**src/rtl/rob_queue.sv**
```systemverilog
// rob_queue: in-order reorder buffer with ALU/load writeback ports, a store-commit handshake and a
// whole-buffer flush on redirect. Define ROB_BYPASS_EN to forward same-cycle writebacks to the query.
module rob_queue #(
    parameter int unsigned DEPTH = 8,
    parameter int unsigned TAG_W = 3,
    parameter int unsigned XLEN  = 32
) (
    input  logic             clk,
    input  logic             rst,

    input  logic             alloc_valid,
    output logic             alloc_ready,
    input  logic [1:0]       alloc_kind,
    input  logic [4:0]       alloc_rd,
    input  logic [XLEN-1:0]  alloc_pc,
    output logic [TAG_W-1:0] alloc_tag,

    input  logic             wb0_valid,
    input  logic [TAG_W-1:0] wb0_tag,
    input  logic [XLEN-1:0]  wb0_value,
    input  logic             wb1_valid,
    input  logic [TAG_W-1:0] wb1_tag,
    input  logic [XLEN-1:0]  wb1_value,

    input  logic             br_valid,
    input  logic [TAG_W-1:0] br_tag,
    input  logic             br_taken,
    input  logic [XLEN-1:0]  br_target,

    input  logic [TAG_W-1:0] q_tag,
    output logic             q_ready,
    output logic [XLEN-1:0]  q_value,

    output logic             commit_valid,
    output logic [4:0]       commit_rd,
    output logic [XLEN-1:0]  commit_value,
    output logic [TAG_W-1:0] commit_tag,

    output logic             st_commit_valid,
    output logic [TAG_W-1:0] st_commit_tag,
    input  logic             st_done,

    output logic             flush,
    output logic [XLEN-1:0]  flush_pc,

    output logic [TAG_W:0]   count
);

    localparam int unsigned CNT_W = TAG_W + 1;

    localparam logic [1:0] KindReg    = 2'b00;
    localparam logic [1:0] KindStore  = 2'b01;
    localparam logic [1:0] KindBranch = 2'b10;
    localparam logic [1:0] KindJump   = 2'b11;

    typedef enum logic [0:0] {StRun, StStWait} state_e;

    state_e state_q, state_d;

    logic [TAG_W-1:0] head_q, head_d;
    logic [TAG_W-1:0] tail_q, tail_d;
    logic [CNT_W-1:0] count_q, count_d;

    // Per-entry state
    logic [DEPTH-1:0] busy_q, busy_d;
    logic [DEPTH-1:0] rdy_q, rdy_d;
    logic [DEPTH-1:0] taken_q, taken_d;
    logic [1:0]       kind_q   [DEPTH];
    logic [1:0]       kind_d   [DEPTH];
    logic [4:0]       rd_q     [DEPTH];
    logic [4:0]       rd_d     [DEPTH];
    logic [XLEN-1:0]  pc_q     [DEPTH];
    logic [XLEN-1:0]  pc_d     [DEPTH];
    logic [XLEN-1:0]  value_q  [DEPTH];
    logic [XLEN-1:0]  value_d  [DEPTH];
    logic [XLEN-1:0]  target_q [DEPTH];
    logic [XLEN-1:0]  target_d [DEPTH];

    // Registered outputs
    logic             commit_valid_q, commit_valid_d;
    logic [4:0]       commit_rd_q, commit_rd_d;
    logic [XLEN-1:0]  commit_value_q, commit_value_d;
    logic [TAG_W-1:0] commit_tag_q, commit_tag_d;
    logic             st_commit_valid_q, st_commit_valid_d;
    logic [TAG_W-1:0] st_commit_tag_q, st_commit_tag_d;
    logic             flush_q, flush_d;
    logic [XLEN-1:0]  flush_pc_q, flush_pc_d;

    logic             full;
    logic             head_busy;
    logic             head_rdy;
    logic [1:0]       head_kind;
    logic             head_redirect;
    logic             alloc_fire;
    logic             retire;
    logic             do_flush;

    assign full          = (count_q == CNT_W'(DEPTH));
    assign head_busy     = busy_q[head_q];
    assign head_rdy      = rdy_q[head_q];
    assign head_kind     = kind_q[head_q];
    assign head_redirect = (head_kind == KindJump) ||
                           ((head_kind == KindBranch) && taken_q[head_q]);

    // Allocation stalls while the head is about to redirect so no new entry is lost to the flush.
    assign alloc_ready = !full && !(head_busy && head_rdy && head_redirect) && (state_q == StRun);
    assign alloc_fire  = alloc_valid && alloc_ready;
    assign alloc_tag   = tail_q;

    // Commit FSM and output decode
    always_comb begin
        state_d           = state_q;
        retire            = 1'b0;
        do_flush          = 1'b0;
        commit_valid_d    = 1'b0;
        commit_rd_d       = '0;
        commit_value_d    = '0;
        commit_tag_d      = '0;
        st_commit_valid_d = 1'b0;
        st_commit_tag_d   = '0;
        flush_d           = 1'b0;
        flush_pc_d        = '0;

        unique case (state_q)
            StRun: begin
                if (head_busy && head_rdy) begin
                    unique case (head_kind)
                        KindReg: begin
                            commit_valid_d = 1'b1;
                            commit_rd_d    = rd_q[head_q];
                            commit_value_d = value_q[head_q];
                            commit_tag_d   = head_q;
                            retire         = 1'b1;
                        end
                        KindBranch: begin
                            commit_valid_d = 1'b1;
                            commit_value_d = value_q[head_q];
                            commit_tag_d   = head_q;
                            retire         = 1'b1;
                            if (taken_q[head_q]) begin
                                flush_d    = 1'b1;
                                flush_pc_d = target_q[head_q];
                                do_flush   = 1'b1;
                            end
                        end
                        KindJump: begin
                            commit_valid_d = 1'b1;
                            commit_rd_d    = rd_q[head_q];
                            commit_value_d = pc_q[head_q] + XLEN'(4);
                            commit_tag_d   = head_q;
                            retire         = 1'b1;
                            flush_d        = 1'b1;
                            flush_pc_d     = target_q[head_q];
                            do_flush       = 1'b1;
                        end
                        KindStore: begin
                            st_commit_valid_d = 1'b1;
                            st_commit_tag_d   = head_q;
                            state_d           = StStWait;
                        end
                        default: ;
                    endcase
                end
            end
            StStWait: begin
                if (st_done) begin
                    commit_valid_d = 1'b1;
                    commit_value_d = value_q[head_q];
                    commit_tag_d   = head_q;
                    retire         = 1'b1;
                    state_d        = StRun;
                end
            end
            default: state_d = StRun;
        endcase
    end

    // Entry array and pointer next-state
    always_comb begin
        head_d   = head_q;
        tail_d   = tail_q;
        count_d  = count_q;
        busy_d   = busy_q;
        rdy_d    = rdy_q;
        taken_d  = taken_q;
        kind_d   = kind_q;
        rd_d     = rd_q;
        pc_d     = pc_q;
        value_d  = value_q;
        target_d = target_q;

        // wb1 is applied last so it wins a same-tag collision with wb0.
        if (wb0_valid && busy_q[wb0_tag]) begin
            value_d[wb0_tag] = wb0_value;
            rdy_d[wb0_tag]   = 1'b1;
        end
        if (wb1_valid && busy_q[wb1_tag]) begin
            value_d[wb1_tag] = wb1_value;
            rdy_d[wb1_tag]   = 1'b1;
        end
        if (br_valid && busy_q[br_tag]) begin
            taken_d[br_tag]  = br_taken;
            target_d[br_tag] = br_target;
            rdy_d[br_tag]    = 1'b1;
        end

        if (retire) begin
            busy_d[head_q] = 1'b0;
            head_d         = head_q + TAG_W'(1);
        end

        // Link value pc+4 is preloaded so a jump needs no data writeback.
        if (alloc_fire) begin
            busy_d[tail_q]   = 1'b1;
            rdy_d[tail_q]    = 1'b0;
            taken_d[tail_q]  = 1'b0;
            kind_d[tail_q]   = alloc_kind;
            rd_d[tail_q]     = alloc_rd;
            pc_d[tail_q]     = alloc_pc;
            value_d[tail_q]  = alloc_pc + XLEN'(4);
            target_d[tail_q] = '0;
            tail_d           = tail_q + TAG_W'(1);
        end

        unique case ({alloc_fire, retire})
            2'b10:   count_d = count_q + CNT_W'(1);
            2'b01:   count_d = count_q - CNT_W'(1);
            default: count_d = count_q;
        endcase

        if (do_flush) begin
            busy_d  = '0;
            rdy_d   = '0;
            head_d  = '0;
            tail_d  = '0;
            count_d = '0;
        end
    end

    // Operand query
    always_comb begin
        q_ready = busy_q[q_tag] & rdy_q[q_tag];
        q_value = value_q[q_tag];
`ifdef ROB_BYPASS_EN
        if (wb1_valid && (wb1_tag == q_tag) && busy_q[q_tag]) begin
            q_ready = 1'b1;
            q_value = wb1_value;
        end else if (wb0_valid && (wb0_tag == q_tag) && busy_q[q_tag]) begin
            q_ready = 1'b1;
            q_value = wb0_value;
        end
`endif
    end

    always_ff @(posedge clk) begin
        if (!rst) begin
            state_q           <= StRun;
            head_q            <= '0;
            tail_q            <= '0;
            count_q           <= '0;
            busy_q            <= '0;
            rdy_q             <= '0;
            taken_q           <= '0;
            commit_valid_q    <= 1'b0;
            commit_rd_q       <= '0;
            commit_value_q    <= '0;
            commit_tag_q      <= '0;
            st_commit_valid_q <= 1'b0;
            st_commit_tag_q   <= '0;
            flush_q           <= 1'b0;
            flush_pc_q        <= '0;
        end else begin
            state_q           <= state_d;
            head_q            <= head_d;
            tail_q            <= tail_d;
            count_q           <= count_d;
            busy_q            <= busy_d;
            rdy_q             <= rdy_d;
            taken_q           <= taken_d;
            commit_valid_q    <= commit_valid_d;
            commit_rd_q       <= commit_rd_d;
            commit_value_q    <= commit_value_d;
            commit_tag_q      <= commit_tag_d;
            st_commit_valid_q <= st_commit_valid_d;
            st_commit_tag_q   <= st_commit_tag_d;
            flush_q           <= flush_d;
            flush_pc_q        <= flush_pc_d;
        end
    end

    // Payload storage is qualified by busy/ready and needs no reset.
    always_ff @(posedge clk) begin
        kind_q   <= kind_d;
        rd_q     <= rd_d;
        pc_q     <= pc_d;
        value_q  <= value_d;
        target_q <= target_d;
    end

    assign commit_valid    = commit_valid_q;
    assign commit_rd       = commit_rd_q;
    assign commit_value    = commit_value_q;
    assign commit_tag      = commit_tag_q;
    assign st_commit_valid = st_commit_valid_q;
    assign st_commit_tag   = st_commit_tag_q;
    assign flush           = flush_q;
    assign flush_pc        = flush_pc_q;
    assign count           = count_q;

endmodule

```
**config.mk**
```make
export PLATFORM = sky130hd
export DESIGN_NAME = rob_queue
export DESIGN_NICKNAME = d
export VERILOG_FILES = /design/src/rtl/rob_queue.sv
export SDC_FILE = /design/constraint.sdc
export NUM_CORES = 2
export LEC_CHECK = 0
export CORE_AREA = 2 2 268 270
export DETAILED_ROUTE_END_ITERATION = 6
export DIE_AREA = 0 0 270 272
export HOLD_SLACK_MARGIN = 0.03
export PLACE_DENSITY = 0.91
export SYNTH_ARGS = -nofsm -noshare
export SYNTH_HDL_FRONTEND = slang
export SYNTH_SLANG_ARGS = --single-unit
```
**constraint.sdc**
```tcl
create_clock -name clk -period 9.5 [get_ports clk]
set_input_delay 1.425 -clock clk [delete_from_list [all_inputs] [get_ports clk]]
set_output_delay 1.425 -clock clk [all_outputs]
set_load 0.02 [all_outputs]
```
=== Word-level counts from Yosys, hierarchy flattened ===
Index checks and enable logic that the tools add are counted.

* Reduce and logical (&&, ||, !) cells: 31
* Magnitude comparators: 21
* Add/subtract/negate cells: 6
* Equality and inequality tests: 6
* Muxes and demuxes: 100
* Bitwise operators: 23

{| class="wikitable"
|+ Operator list
! operator !! count
|-
| bitwise mux 256 bit || 5
|-
| 2-to-1 mux 256 bit || 5
|-
| 2-to-1 mux 32 bit || 15
|-
| binary-select mux 32 bit (select 3 bit) || 4
|-
| demux 32 bit (select 3 bit) || 4
|-
| bitwise AND 256 bit || 1
|-
| NOT 256 bit || 1
|-
| case mux 32 bit (2 select lines) || 3
|-
| adder 32 x 3 -> 32 bit, second input constant || 2
|-
| 2-to-1 mux 8 bit || 8
|-
| bitwise mux 40 bit || 1
|-
| OR 8 bit || 4
|-
| bitwise AND 8 bit || 3
|-
| binary-select mux 1 bit (select 3 bit) || 8
|-
| greater-or-equal comparator 4 bit, second input constant || 6
|-
| < comparator 3 x 4 -> 1 bit, second input constant || 6
|-
| NOT 3 -> 4 bit || 6
|-
| 2-to-1 mux 1 bit || 22
|-
| logical AND 1 bit || 18
|-
| bitwise mux 16 bit || 1
|-
| < comparator 4 x 1 -> 1 bit, second input constant || 4
|-
| NOT 8 bit || 2
|-
| binary-select mux 5 bit (select 3 bit) || 1
|-
| demux 1 bit (select 3 bit) || 5
|-
| 26 further kinds || 52
|}

* Register bits: 937
* Output and inout port bits: 119

=== Longest topological paths before layout ===
* Depth after elaboration: 14
* Mapped depth: 23
* Mapped depth without buffers: 16

=== Worst setup path after synthesis ===
Ideal clock, no wire load.

* Kind: flip-flop to flip-flop
* Start point: register head_q[0]
* End point: register kind_q[6] (netlist bit), enable pin
* Cell stages (with the launch flop): 17
* Path slack: 4.508 ns
* Arrival: 4.573 ns
* Required time: 9.081 ns
* Setup time: 0.419 ns
* Path through: dfxtp_1 > buf_6 > buf_12 > buf_4 > buf_2 > buf_2 > mux4_2 > nand2_1 > and2_1 > inv_1 > ha_1 > a21o_1 > buf_4 > a211o_1 > buf_4 > inv_1 > clkbuf_1

* Word-level cells in the longest chain between the ends: 12

{| class="wikitable"
|+ Ends and longest elaborated chain
! item !! RTL line !! RTL
|-
| start, declared || 60 || <nowiki>logic [TAG_W-1:0] head_q, head_d;</nowiki>
|-
| start signal, assigned || 258 || <nowiki>head_q <= '0;</nowiki>
|-
| start signal, assigned || 274 || <nowiki>head_q <= head_d;</nowiki>
|-
| NOT 3 -> 4 bit (not written as such) || 101 || <nowiki>assign head_kind = kind_q[head_q];</nowiki>
|-
| binary-select mux 2 bit (select 3 bit) || 101 ||
|-
| 2-to-1 mux 2 bit (not written as such) (2 in a row) || 101 ||
|-
| == test 2 bit || 103 || <nowiki>((head_kind == KindBranch) && taken_q[head_q]);</nowiki>
|-
| logical AND 1 bit || 103 ||
|-
| logical OR 1 bit || 102 || <nowiki>assign head_redirect = (head_kind == KindJump) ||</nowiki>
|-
| logical AND 1 bit * || 106 || <nowiki>assign alloc_ready = !full && !(head_busy && head_rdy && head_redirect) && (state_q == StRun);</nowiki>
|-
| zero test 1 bit * || 106 ||
|-
| logical AND 1 bit * (2 in a row) || 106 ||
|-
| logical AND 1 bit * || 107 || <nowiki>assign alloc_fire = alloc_valid && alloc_ready;</nowiki>
|-
| end signal, assigned || 293 || <nowiki>kind_q <= kind_d;</nowiki>
|-
| end, declared || 68 || <nowiki>logic [1:0] kind_q [DEPTH];</nowiki>
|}

Every way passes the cells marked *; elsewhere a longest branch is shown, timed or not. The select of a mux whose other input is x is not followed.
A chain may end at the register's enable or synchronous reset.

=== Worst setup path in the final report ===
* Start point: register head_q[0]
* End point: output port alloc_ready

* Word-level cells in the longest chain between the ends: 11

{| class="wikitable"
|+ Ends and longest elaborated chain
! item !! RTL line !! RTL
|-
| NOT 3 -> 4 bit (not written as such) || 101 ||
|-
| binary-select mux 2 bit (select 3 bit) || 101 ||
|-
| 2-to-1 mux 2 bit (not written as such) (2 in a row) || 101 ||
|-
| == test 2 bit || 103 ||
|-
| logical AND 1 bit || 103 ||
|-
| logical OR 1 bit || 102 ||
|-
| logical AND 1 bit * || 106 ||
|-
| zero test 1 bit * || 106 ||
|-
| logical AND 1 bit * (2 in a row) || 106 ||
|-
| end, declared || 12 || <nowiki>output logic alloc_ready,</nowiki>
|}

Marks and branches as above.

==> run metrics <==
FF+latch count, synth 937; Total Power 10200 uW; crit path capture alloc_ready; Slew HR 16.9%; Die Y 272 um; flop2flop setup slack 3.94 ns; Post-Syn Nets 4230; Hold Crit Class register to register; setup_tns 0 ns; TritonCTS clock tree yes; Synth cell types 84; Worst Setup SP head_q[0]; clk_lat worst skew 0.70 ns; Starting Density 64.2%; Final nets 4292; Final Hold Fails 0; drt pass-1 iters 7; Final ANT Viol Nets 0; initial antenna violation count 38; die area 73400 um2; Worst Tran Pin Value 1.24 ns; WL final 149 mm; sequential cell area fraction in the yosys report 48.2%; Critical Path AT 4.64 ns; FF-to-FF End value_q[53]; core area 70800 um2; EDFF count, synth 312; Syn. warnings 0; CP startpoint kind register; unrepaired setup endpoints after global routing false; worst ir drop on vdd 174 uV; clk root buf clkbuf_16; Cell Rows 98; post-CTS setup buffers 0; static leakage 0.0185 uW; async set or reset register ratio after synthesis 0%; P per Cell Area 198 nW/um2; DR vias 37.2k; Die W 270 um; Resized cells post-CTS 0; Gate Count Post-Synth 4063; vias in the first global route 36.3k; final setup fails 0; status complete, but fails checks; global-route wire length before repair 221 mm; Hold Buf Count CTS 0; Max Cap Violations 0; largest net degree at the start of global routing 69; Mapped Avg Cell Area 11.2 um2; Vias per Instance 7.18; Slew Viols, Final 0; violated checks design-rule violations; gr usage total 39.5%; crit-path max FO 41; CTS H-tree lvls 3; P&R area growth vs syn 13.2%; min Tclk post-route 6.06 ns; Clock Tree Buf Depth 3; worst reg2reg path depth 11; DR DRC count 1; clock transition at the registers of the reported paths 0.07 ns; DRT iter0 DRCs 6212; mapped cell area 45400 um2; period utilisation layout 63.8%; ys flop type dfxtp_1; Req. time, crit path 8.08 ns; # fillers 4222; nature of the critical path endpoint output port; critical path class register to output port; ratio of cells with drive above 1 in the final layout 16.0%; grt total ovfl 0; DP Wirelength 83.8 mm; DR WL/cell 28.7 um; reg2reg start head_q[0]; clk sinks 937; # IOs 274; Setup Skew 0.0485 ns; CTS buffer count 91; routability cong. 0.934; Fmax 165 MHz; I/O Buffers 273
==> final cells by class <==
| type | instances | area (um2) | area share [%] |
|---|---|---|---|
| antenna | 27 | 67.6 | 0.131 |
| clock inverter | 48 | 566 | 1.10 |
| clock buffer | 122 | 2610 | 5.07 |
| sequential | 937 | 21900 | 42.6 |
| inverter | 37 | 149 | 0.290 |
| tap | 950 | 1190 | 2.31 |
| multi-input combinational | 2714 | 21700 | 42.2 |
| timing repair buffer | 344 | 3260 | 6.33 |
==> logic make-up (layout without fill, tap and decap cells) <==
| family | count (synthesis) | in the layout | synth area share (%) |
|---|---|---|---|
| xor gates and xnor gates | 46 | 46 | 0.888 |
| adders and majority gates | 12 | 12 | 0.331 |
| buffers and inverters | 412 | 551 | 4.26 |
| muxes | 841 | 841 | 26.8 |
| and+or+nand+nor | 1155 | 1155 | 10.6 |
| other | 0 | 27 | 0 |
| DFF | 937 | 937 | 48.2 |
| AOI/OAI and AO/OA | 660 | 660 | 8.92 |
==> routing by layer <==
metal | part of all wire (%) | up-vias | track usage [%] | wire, um
met5 | 0.092 | - | 0 | 137
met4 | 7.0 | 22 | 25.9 | 10500
met3 | 16 | 915 | 13.6 | 24200
met2 | 44 | 3697 | 58.5 | 65000
met1 | 33 | 17600 | 49.4 | 49000
li1 | - | 14900 | - | -
==> through the flow <==
stage	setup WS, ns	area (um2)	hold slack (ns)	utilization (%)	std cells
floorplan	4.51	45400	0.433	-	4063
global placement	4.00	48200	0.438	68.1	4982
detailed placement	3.96	48200	0.444	68.1	4982
CTS	3.45	51300	0.453	72.6	5152
global route	3.23	51400	0.466	72.6	5169
finish	3.44	51400	0.453	72.7	5179
==> state kept, by name, summed over array words and instances, names as in the netlist, 16 cells and up <==
register	cells
value_q	256
target_q	256
kind_q	16
rd_q	40
pc_q	256
commit_value	32
flush_pc	32
==> how the worst min path moves through the flow <==
stage                   from             to  slack (ns)  cells after the start
3_5_place_dp   target_q[177]  target_q[177]        0.44                      2
3_3_place_gp    target_q[72]   target_q[72]        0.44                      2
6_report        target_q[26]   target_q[26]        0.45                      2
4_1_cts        target_q[177]  target_q[177]        0.45                      2
2_1_floorplan  target_q[226]  target_q[226]        0.43                      2
5_1_grt          target_q[3]    target_q[3]        0.47                      2
==> synthesized netlist by cell type, types with 5 or more instances <==
master      n  area share [%]
mux2i_1   416             9.2
nor2b_1     6           0.083
a211oi_1    9            0.15
clkbuf_1  183             1.5
o211ai_1   73             1.2
nand3_1    50            0.55
inv_2       8           0.066
a211o_1    60             1.2
a21o_1      8            0.13
nor2_1    106            0.88
o22ai_1    10            0.14
mux2_2    146             3.6
mux4_2    250              12
and2_1      5           0.069
o21ai_1    15            0.17
nand4_1    11            0.15
and3_1      9            0.12
nand2b_1   10            0.14
ha_1       12            0.33
or4_1       7            0.12
buf_2      79            0.87
dfxtp_1   625              28
o21ai_0   126             1.4
inv_1      27            0.22
edfxtp_1  312              21
buf_4      42            0.69
nor4_1     14            0.19
xor2_1     14            0.27
or3_1      10            0.14
nor3_1     27            0.30
o31ai_1     7            0.12
mux4_1     25             1.4
xnor2_1    32            0.62
buf_1      56            0.46
nand2_1   867             7.2
buf_6       5            0.12
o22a_1      6            0.12
a21oi_1   310             3.4
==> critical path, stage by stage, from the launching register on <==
cell,delay [ns]
dfxtp_4,0.70
buf_4,0.74
inv_1,0.48
mux2_2,0.42
a21o_1,0.37
a21boi_0,0.53
clkdlybuf4s50_1,0.71
==> layout by cell type, fill, tap and decap left out, drive strengths merged, types with 5 or more instances in the layout <==
cell type      synthesis  final
o21ai                141    141
mux2                 146    146
buf                  187     74
and3                   9      9
xnor2                 32     32
nor2                 106    106
o211ai                74     74
nor3b                  5      5
nor2b                  6      6
nand4                 11     11
nor4                  16     16
or4                    7      7
mux2i                420    420
a211oi                 9      9
inv                   35     40
ha                    12     12
clkdlybuf4s50          0    270
mux4                 275    275
a21o                   8      8
dfxtp                625    625
a21oi                311    311
xor2                  14     14
and2                   5      5
a211o                 60     60
clkbuf               188    122
edfxtp               312    312
o22ai                 10     10
clkinvlp               0      5
nand2b                10     10
nor3                  28     28
diode                  0     27
o31ai                  8      8
o22a                   6      6
clkinv                 2     30
or3                   11     11
a2111oi                6      6
bufinv                 0     10
nand3                 50     50
nand2                867    867
==> where the power goes <==
group / internal [uW] / switching, uW / leakage [uW]
Clock: 2220 / 1660 / 0.00157
Combinational: 785 / 777 / 0.00902
Sequential: 4490 / 254 / 0.00793
Total: 7490 / 2690 / 0.0185
No activity file was read; power rests on OpenSTA's default activity.
